File: src/rtl/rom_byte_streamer_if.sv
// rom_byte_streamer_if: valid/ready byte stream carrying data and its byte address
interface rom_byte_streamer_if #(
    parameter int ADDR_WIDTH = 8
);
    logic                  byte_valid;
    logic                  byte_ready;
    logic [7:0]            byte_data;
    logic [ADDR_WIDTH+1:0] byte_addr;

    modport master (
        output byte_valid,
        output byte_data,
        output byte_addr,
        input  byte_ready
    );

    modport slave (
        input  byte_valid,
        input  byte_data,
        input  byte_addr,
        output byte_ready
    );
endinterface

File: src/rtl/rom_byte_streamer.sv
// rom_byte_streamer: walks a word range of the ROM and emits it little-endian byte by byte
module rom_byte_streamer #(
    parameter int ADDR_WIDTH = 8,
    parameter int DATA_WIDTH = 32
) (
    input  logic                  clk,
    input  logic                  rst_n,
    input  logic                  start,
    input  logic [ADDR_WIDTH-1:0] start_word,
    input  logic [ADDR_WIDTH:0]   word_count,
    input  logic                  abort,
    output logic [ADDR_WIDTH-1:0] rom_addr,
    input  logic [DATA_WIDTH-1:0] rom_data,
    output logic                  busy,
    output logic                  done,
    rom_byte_streamer_if.master   bs
);
    typedef enum logic [1:0] {IDLE, FETCH, SEND, DONE} state_t;

    localparam logic [ADDR_WIDTH:0] REM_FULL = (ADDR_WIDTH+1)'(1) << ADDR_WIDTH;

    state_t                state, state_n;
    logic [ADDR_WIDTH-1:0] cur_word, cur_n;
    logic [ADDR_WIDTH:0]   remaining, rem_n;
    logic [1:0]            idx, idx_n;
    logic [DATA_WIDTH-1:0] word_buf, buf_n;
    logic                  send, hs;

    assign send          = state == SEND;
    assign hs            = send & bs.byte_ready;
    assign busy          = state != IDLE;
    assign done          = state == DONE;
    assign rom_addr      = cur_word;
    assign bs.byte_valid = send;
    assign bs.byte_data  = send ? word_buf[{idx, 3'b000} +: 8] : 8'h00;
    assign bs.byte_addr  = send ? {cur_word, idx} : '0;

    // State and datapath registers; outputs fall to reset values as soon as rst_n drops
    always_ff @(posedge clk or negedge rst_n) begin
        if (!rst_n) begin
            state     <= IDLE;
            cur_word  <= '0;
            remaining <= '0;
            idx       <= '0;
            word_buf  <= '0;
        end else begin
            state     <= state_n;
            cur_word  <= cur_n;
            remaining <= rem_n;
            idx       <= idx_n;
            word_buf  <= buf_n;
        end
    end

    // Next-state logic; abort freezes the datapath so a byte accepted in that cycle is discarded
    always_comb begin
        state_n = state;
        cur_n   = cur_word;
        rem_n   = remaining;
        idx_n   = idx;
        buf_n   = word_buf;
        case (state)
            IDLE: if (start) begin
                cur_n   = start_word;
                rem_n   = word_count == '0 ? REM_FULL : word_count;
                state_n = FETCH;
            end
            FETCH: begin
                buf_n   = rom_data;
                idx_n   = 2'd0;
                state_n = SEND;
            end
            SEND: if (hs) begin
                idx_n = idx + 2'd1;
                if (idx == 2'd3) begin
                    rem_n   = remaining - (ADDR_WIDTH+1)'(1);
                    cur_n   = cur_word + ADDR_WIDTH'(1);
                    state_n = rem_n == '0 ? DONE : FETCH;
                end
            end
            default: state_n = IDLE;
        endcase
        if (abort && state != IDLE) begin
            state_n = IDLE;
            cur_n   = cur_word;
            rem_n   = remaining;
            idx_n   = idx;
        end
    end
endmodule

File: src/flat_wrapper.sv
// flat-port wrapper written by rule: the top's interface ports become plain ports
module rom_byte_streamer_flat 
#(
    parameter int ADDR_WIDTH = 8,
    parameter int DATA_WIDTH = 32
)
  (clk, rst_n, start, start_word, word_count, abort, rom_addr, rom_data, busy, done, bs_byte_valid, bs_byte_data, bs_byte_addr, bs_byte_ready);
  rom_byte_streamer_if #(.ADDR_WIDTH(ADDR_WIDTH)) bs_i ();
  input  logic clk;
  input  logic rst_n;
  input  logic start;
  input  logic [ADDR_WIDTH-1:0] start_word;
  input  logic [ADDR_WIDTH:0] word_count;
  input  logic abort;
  output logic [ADDR_WIDTH-1:0] rom_addr;
  input  logic [DATA_WIDTH-1:0] rom_data;
  output logic busy;
  output logic done;
  output wire logic [$bits(bs_i.byte_valid)-1:0] bs_byte_valid;
  output wire logic [$bits(bs_i.byte_data)-1:0] bs_byte_data;
  output wire logic [$bits(bs_i.byte_addr)-1:0] bs_byte_addr;
  input wire logic [$bits(bs_i.byte_ready)-1:0] bs_byte_ready;
  assign bs_byte_valid = bs_i.byte_valid;
  assign bs_byte_data = bs_i.byte_data;
  assign bs_byte_addr = bs_i.byte_addr;
  assign bs_i.byte_ready = bs_byte_ready;
  rom_byte_streamer #(.ADDR_WIDTH(ADDR_WIDTH), .DATA_WIDTH(DATA_WIDTH)) u_core (.clk(clk), .rst_n(rst_n), .start(start), .start_word(start_word), .word_count(word_count), .abort(abort), .rom_addr(rom_addr), .rom_data(rom_data), .busy(busy), .done(done), .bs(bs_i));
endmodule
File: config.mk
export PLATFORM = sky130hd
export DESIGN_NAME = rom_byte_streamer_flat
export DESIGN_NICKNAME = d
export VERILOG_FILES = /design/src/rtl/rom_byte_streamer_if.sv /design/src/rtl/rom_byte_streamer.sv /design/src/flat_wrapper.sv
export SDC_FILE = /design/constraint.sdc
export NUM_CORES = 1
export LEC_CHECK = 0
export BUFFER_PORTS_ARGS = -buffer_cell sky130_fd_sc_hd__buf_4
export CORE_AREA = 8 8 91 93
export DETAILED_ROUTE_END_ITERATION = 10
export DIE_AREA = 0 0 99 101
export GPL_TIMING_DRIVEN = 0
export HOLD_SLACK_MARGIN = 0.02
export PLACE_DENSITY = 0.68
export SYNTH_ARGS = -nofsm -noshare
export SYNTH_HDL_FRONTEND = slang
export SYNTH_SLANG_ARGS = --single-unit
File: constraint.sdc
create_clock -name clk -period 2.5 [get_ports clk]
set_clock_uncertainty 0.15 [all_clocks]
set_input_delay 0.375 -clock clk [delete_from_list [all_inputs] [get_ports clk]]
set_output_delay 0.375 -clock clk [all_outputs]
set_load 0.01 [all_outputs]
# Yosys cells after proc, flatten, opt, wreduce, memory -nomap -nowiden
# Index checks and enable logic that the tools add are counted.
[classes]
muxes = 19
n_mul = 0
addsub = 3
div = 0
n_bitwise = 2
order_cmp = 0
eq_ne = 10
shifts = 1
reduce_logical = 10
[op_table]
columns = ["op", "count"]
rows = [
  ["9-bit 2-to-1 mux", 4],
  ["8-bit 2-to-1 mux", 4],
  ["32-bit by 6-bit indexed part select with 8-bit output", 1],
  ["9-bit zero test", 2],
  ["9-bit case mux with 2 select lines", 1],
  ["8-bit case mux with 2 select lines", 1],
  ["2-bit 2-to-1 mux", 6],
  ["10-bit 2-to-1 mux", 1],
  ["9-bit by 1-bit subtractor with 9-bit output, second input constant", 1],
  ["8-bit by 1-bit adder with 8-bit output, second input constant", 1],
  ["2-bit equality test, second input constant", 3],
  ["2-bit inequality test, second input constant", 3],
  ["3-bit inequality test, second input constant", 2],
  ["2-bit case mux with 3 select lines", 1],
  ["3-bit AND reduction", 2],
  ["2-bit nonzero test", 3],
  ["5-bit AND reduction", 1],
  ["2-bit case mux with 2 select lines", 1],
  ["3-bit by 2-bit inequality test with 1-bit output, second input constant", 1],
  ["2-bit by 1-bit adder with 2-bit output, second input constant", 1],
  ["2-bit by 1-bit equality test with 1-bit output, second input constant", 1],
  ["2-bit zero test", 1],
  ["1-bit bitwise AND", 1],
  ["1-bit logical AND", 1],
  ["1-bit NOT", 1],
]
[word_totals]
mem_bits_rw = 0
mem_bits_ro = 0
word_cells = 50
n_memories = 0
reg_bits = 53
input_bits = 54
latchBits = 0
out_inout_bits = 29

# Depth between registers and ports, before layout
[logic_depth]
word_depth = 7
ltp_mapped = 8
ltp_nobuf = 6

# Least setup slack after synthesis
# No wires, ideal clock.
[synth_path]
path_kind = "register to output"
from = "reg u_core.state[0]"
to = "out bs_byte_data[5]"
slack_ns = 0.472
arrival_time_ns = 1.503
path_stages_with_launch = 7
n_path_buf = 3
t_required_ns = 1.975
cell_sequence = "dfrtp_1 inv_1 ha_1 buf_6 buf_2 clkbuf_1 and2_1"
[synth_between]
elab_chain_cells = 2
[synth_lines]
columns = ["element", "line_no", "rtl"]
rows = [
  ["start, declared", "rom_byte_streamer.sv:22", "state_t state, state_n;"],
  ["start signal, assigned", "rom_byte_streamer.sv:47", "state <= state_n;"],
  ["2-bit equality test", "rom_byte_streamer.sv:29", "assign send = state == SEND;"],
  ["via bs_byte_valid", "flat_wrapper.sv:19", "output wire logic [$bits(bs_i.byte_valid)-1:0] bs_byte_valid;"],
  ["8-bit 2-to-1 mux", "rom_byte_streamer.sv:35", "assign bs.byte_data = send ? word_buf[{idx, 3'b000} +: 8] : 8'h00;"],
  ["end, declared", "flat_wrapper.sv:20", "output wire logic [$bits(bs_i.byte_data)-1:0] bs_byte_data;"],
]
# The timed path passes the listed nets, and every way through them passes these cells.

# Worst setup path after layout
[layout_path]
from = "reg u_core.idx[0]"
to = "out bs_byte_data[1]"
[layout_between]
elab_chain_cells = 2
[layout_lines]
columns = ["element", "line_no", "rtl"]
rows = [
  ["start, declared", "rom_byte_streamer.sv:25", "logic [1:0] idx, idx_n;"],
  ["start signal, assigned", "rom_byte_streamer.sv:50", "idx <= idx_n;"],
  ["32-bit by 6-bit indexed part select with 8-bit output", "rom_byte_streamer.sv:35", ""],
  ["8-bit 2-to-1 mux", "rom_byte_streamer.sv:35", ""],
]
# No other way between the ends.

==> flow_metrics.env <==
export IMPL_n_antenna_cell=0
export IMPL_hold_class="in -> reg"
export IMPL_p_int_w=0.00270
export IMPL_tightest_slew_ns=0.700
export IMPL_setup_viol=0
export IMPL_hpwl_mm=5.71
export IMPL_max_slew_margin=0.533
export IMPL_hold_viol=0
export IMPL_final_nets=414
export IMPL_grt_pass1_vias=2526
export IMPL_p_per_area_mw_per_mm2=1140
export IMPL_placed_cell_area_sq_mm=0.00368
export IMPL_synth_area_sq_mm=0.00296
export IMPL_grt_max_degree=54
export IMPL_initial_core_util=0.426
export IMPL_core_area_sq_mm=0.00694
export IMPL_finalNonFillerCells=435
export IMPL_cp_startpoint="u_core.idx[0]"
export IMPL_vdd_drop_max_mv=0.455
export IMPL_yosysSeqAreaShare=0.448
export IMPL_synth_ff_type="dfrtp_1"
export IMPL_ys_async_sr_fraction=1.00
export IMPL_yosys_area_top_type="dfrtp_1"
export IMPL_setup_tns_final_ns=0
export IMPL_yosysMostFrequentCell="dfrtp_1"
export IMPL_routed_wl_mm=7.61
export IMPL_ys_top_cells_by_area="dfrtp_1, mux2_2, mux4_2"
export IMPL_cts_made_buffers=5
export IMPL_synth_top_area_frac=0.448
export IMPL_ys_ff_latch=53
export IMPL_clock_fmax_mhz=422
export IMPL_die_w_um=99
export IMPL_period_needed_ns=2.37
export IMPL_drtAntennaViolNets=0
export IMPL_die_area_sq_mm=0.0100
export IMPL_post_route_period_util=0.948
export IMPL_report_final_slew_viol_count=0
export IMPL_cts_tree="yes"
export IMPL_fillers=616
export IMPL_viasPerCell=5.50
export IMPL_ios=83
export IMPL_clock_sinks=53
export IMPL_drv_cap=0
export IMPL_ys_types=44
export IMPL_routabilityCongestion=0.787
export IMPL_cts_root_buf="clkbuf_8"
export IMPL_route_detailed_drc=0
export IMPL_synth_edff_count=0
export IMPL_grt_pass1_wl_mm=12.6
export IMPL_leakagePower_nw=1.69
export IMPL_syn_avg_cell_area_sq_um=11.3
export IMPL_min_from="rom_data[12]"
export IMPL_critPathRequiredTime_ns=1.98
export IMPL_synth_cells=262
export IMPL_stdcell_area_sq_mm=0.00381
export IMPL_drive_above_1_share=0.439
export IMPL_synth_commonest_cells="dfrtp_1, mux2_2, and2_1"
export IMPL_antenna_found_initial=0
export IMPL_post_cts_buffers=0
export IMPL_placementRows=31
export IMPL_p_sw_frac=0.381
export IMPL_ys_warnings_count=0
export IMPL_clkTransAtPathRegs_ns=0.10
export IMPL_clkLatencyLatePin_ns=0.30
export IMPL_die_h_um=101
export IMPL_area_growth_pct=28.8
export IMPL_outcome="finished, final reports clean"
export IMPL_pwr_share_comb=0.505
export IMPL_r2r_start="u_core.state[0]"
export IMPL_htreeDepth=2
export IMPL_io_buffers=82
export IMPL_cp_max_fo=10
export IMPL_avgRoutedWirePerCell_um=17.5
export IMPL_rsz0062_at_grt="false"
export IMPL_holdWs_ns=0.133
export IMPL_worstSetupPathType="reg -> out"
export IMPL_critPathLaunchType="register"
export IMPL_grt_total_usage=0.158
export IMPL_clockPowerShare=0.120
export IMPL_arrival_ns=1.84
export IMPL_end_kind="output pin"
export IMPL_grt_overflow_total=0
export IMPL_clock_path_buffers=2
export IMPL_p_seq_frac=0.375
export IMPL_drtIter0Drc=89
export IMPL_place_inst=426
export IMPL_netSwitchingPower_w=0.00166
export IMPL_vias=2391
export IMPL_synthesis_nets=324
export IMPL_drt_first_pass_iters=4
flip-flops by register name, summed over array words and instances, names as in the netlist:
signal and count:
u_core.remaining 9, u_core.word_buf 32, u_core.state 2, u_core.idx 2, u_core.rom_addr 8
metal layers:
| metal | vias to the layer above | share of wire | track usage |
|---|---|---|---|
| met5 | - | 0 | 0 |
| met4 | 0 | 0.0099 | 0.0401 |
| met3 | 8 | 0.072 | 0.0518 |
| met2 | 74 | 0.48 | 0.264 |
| met1 | 1163 | 0.44 | 0.192 |
| li1 | 1146 | - | - |
stage by stage:
stage | setup slack [ns] | util | power [W]
after floorplan | 0.472 | - | 0.00313
after global placement | 0.0906 | 0.530 | 0.00377
after detailed placement | 0.117 | 0.530 | 0.00385
after CTS | -0.0128 | 0.547 | 0.00438
after global routing | 0.00741 | 0.549 | 0.00472
final | 0.130 | 0.549 | 0.00436
timing repair:
| action | CTS | global route |
|---|---|---|
| endpoints found under the setup margin | 15 | 17 |
| endpoints found under the hold margin | 53 | 0 |
| hold buffers | 1 | 0 |
| gates resized for setup | 4 | 11 |
layout by cell type, fill, tap and decap left out, types with 7 or more instances in the layout:
master	n
nand2_1	14
mux2_2	30
and2_1	20
a21oi_1	14
o22ai_1	9
buf_4	85
inv_1	9
dfrtp_1	52
ha_1	7
mux4_2	8
o21ai_0	17
critical path: stages, from the launching register on:
cell	delay, ns
dfrtp_1	0.41
clkbuf_4	0.28
mux4_2	0.52
and2_1	0.18
buf_4	0.14
logic make-up (layout without fill, tap and decap cells):
| group | count (synthesis) | after routing | synth area share |
|---|---|---|---|
| AND/OR/NAND/NOR | 70 | 70 | 0.142 |
| AO/OA/AOI/OAI | 65 | 65 | 0.144 |
| flip-flops | 53 | 53 | 0.448 |
| multiplexers | 43 | 43 | 0.193 |
| buffers and inverters | 23 | 114 | 0.0393 |
| adder cells (fa/ha/maj) | 8 | 8 | 0.0338 |
final cells by class:
cell class	count	area, sq um	share of cell area
Inverter	9	33.8	0.00886
Clock buffer	6	82.6	0.0217
Clock inverter	2	17.5	0.00459
Sequential cell	53	1330	0.348
Multi-Input combinational cell	186	1520	0.399
Buffer	14	104	0.0272
Timing Repair Buffer	83	626	0.164
Tap cell	82	103	0.0269
path summary, 6_finish.rpt:
kind	endpoint	depth (start not counted)	slack (ns)
min in group asynchronous	u_core.rom_addr[5]	2	0.51
max in group asynchronous	u_core.state[0]	2	1.19
hold / removal	u_core.word_buf[12]	2	0.13
setup reg to reg	u_core.remaining[7]	8	0.46
setup / recovery	bs_byte_data[1]	4	0.13
hold reg to reg	u_core.word_buf[12]	1	0.35
power groups by stage:
stage | sequential (W) | clock (W) | combinational (W)
after global routing | 0.00171 | 0.000575 | 0.00244
after detailed placement | 0.00165 | 0 | 0.00219
after floorplan | 0.00158 | 0 | 0.00154
final | 0.00164 | 0.000524 | 0.00220
after global placement | 0.00163 | 0 | 0.00214
after CTS | 0.00163 | 0.000542 | 0.00221
Note: power is estimated with default switching activity, not from simulation.
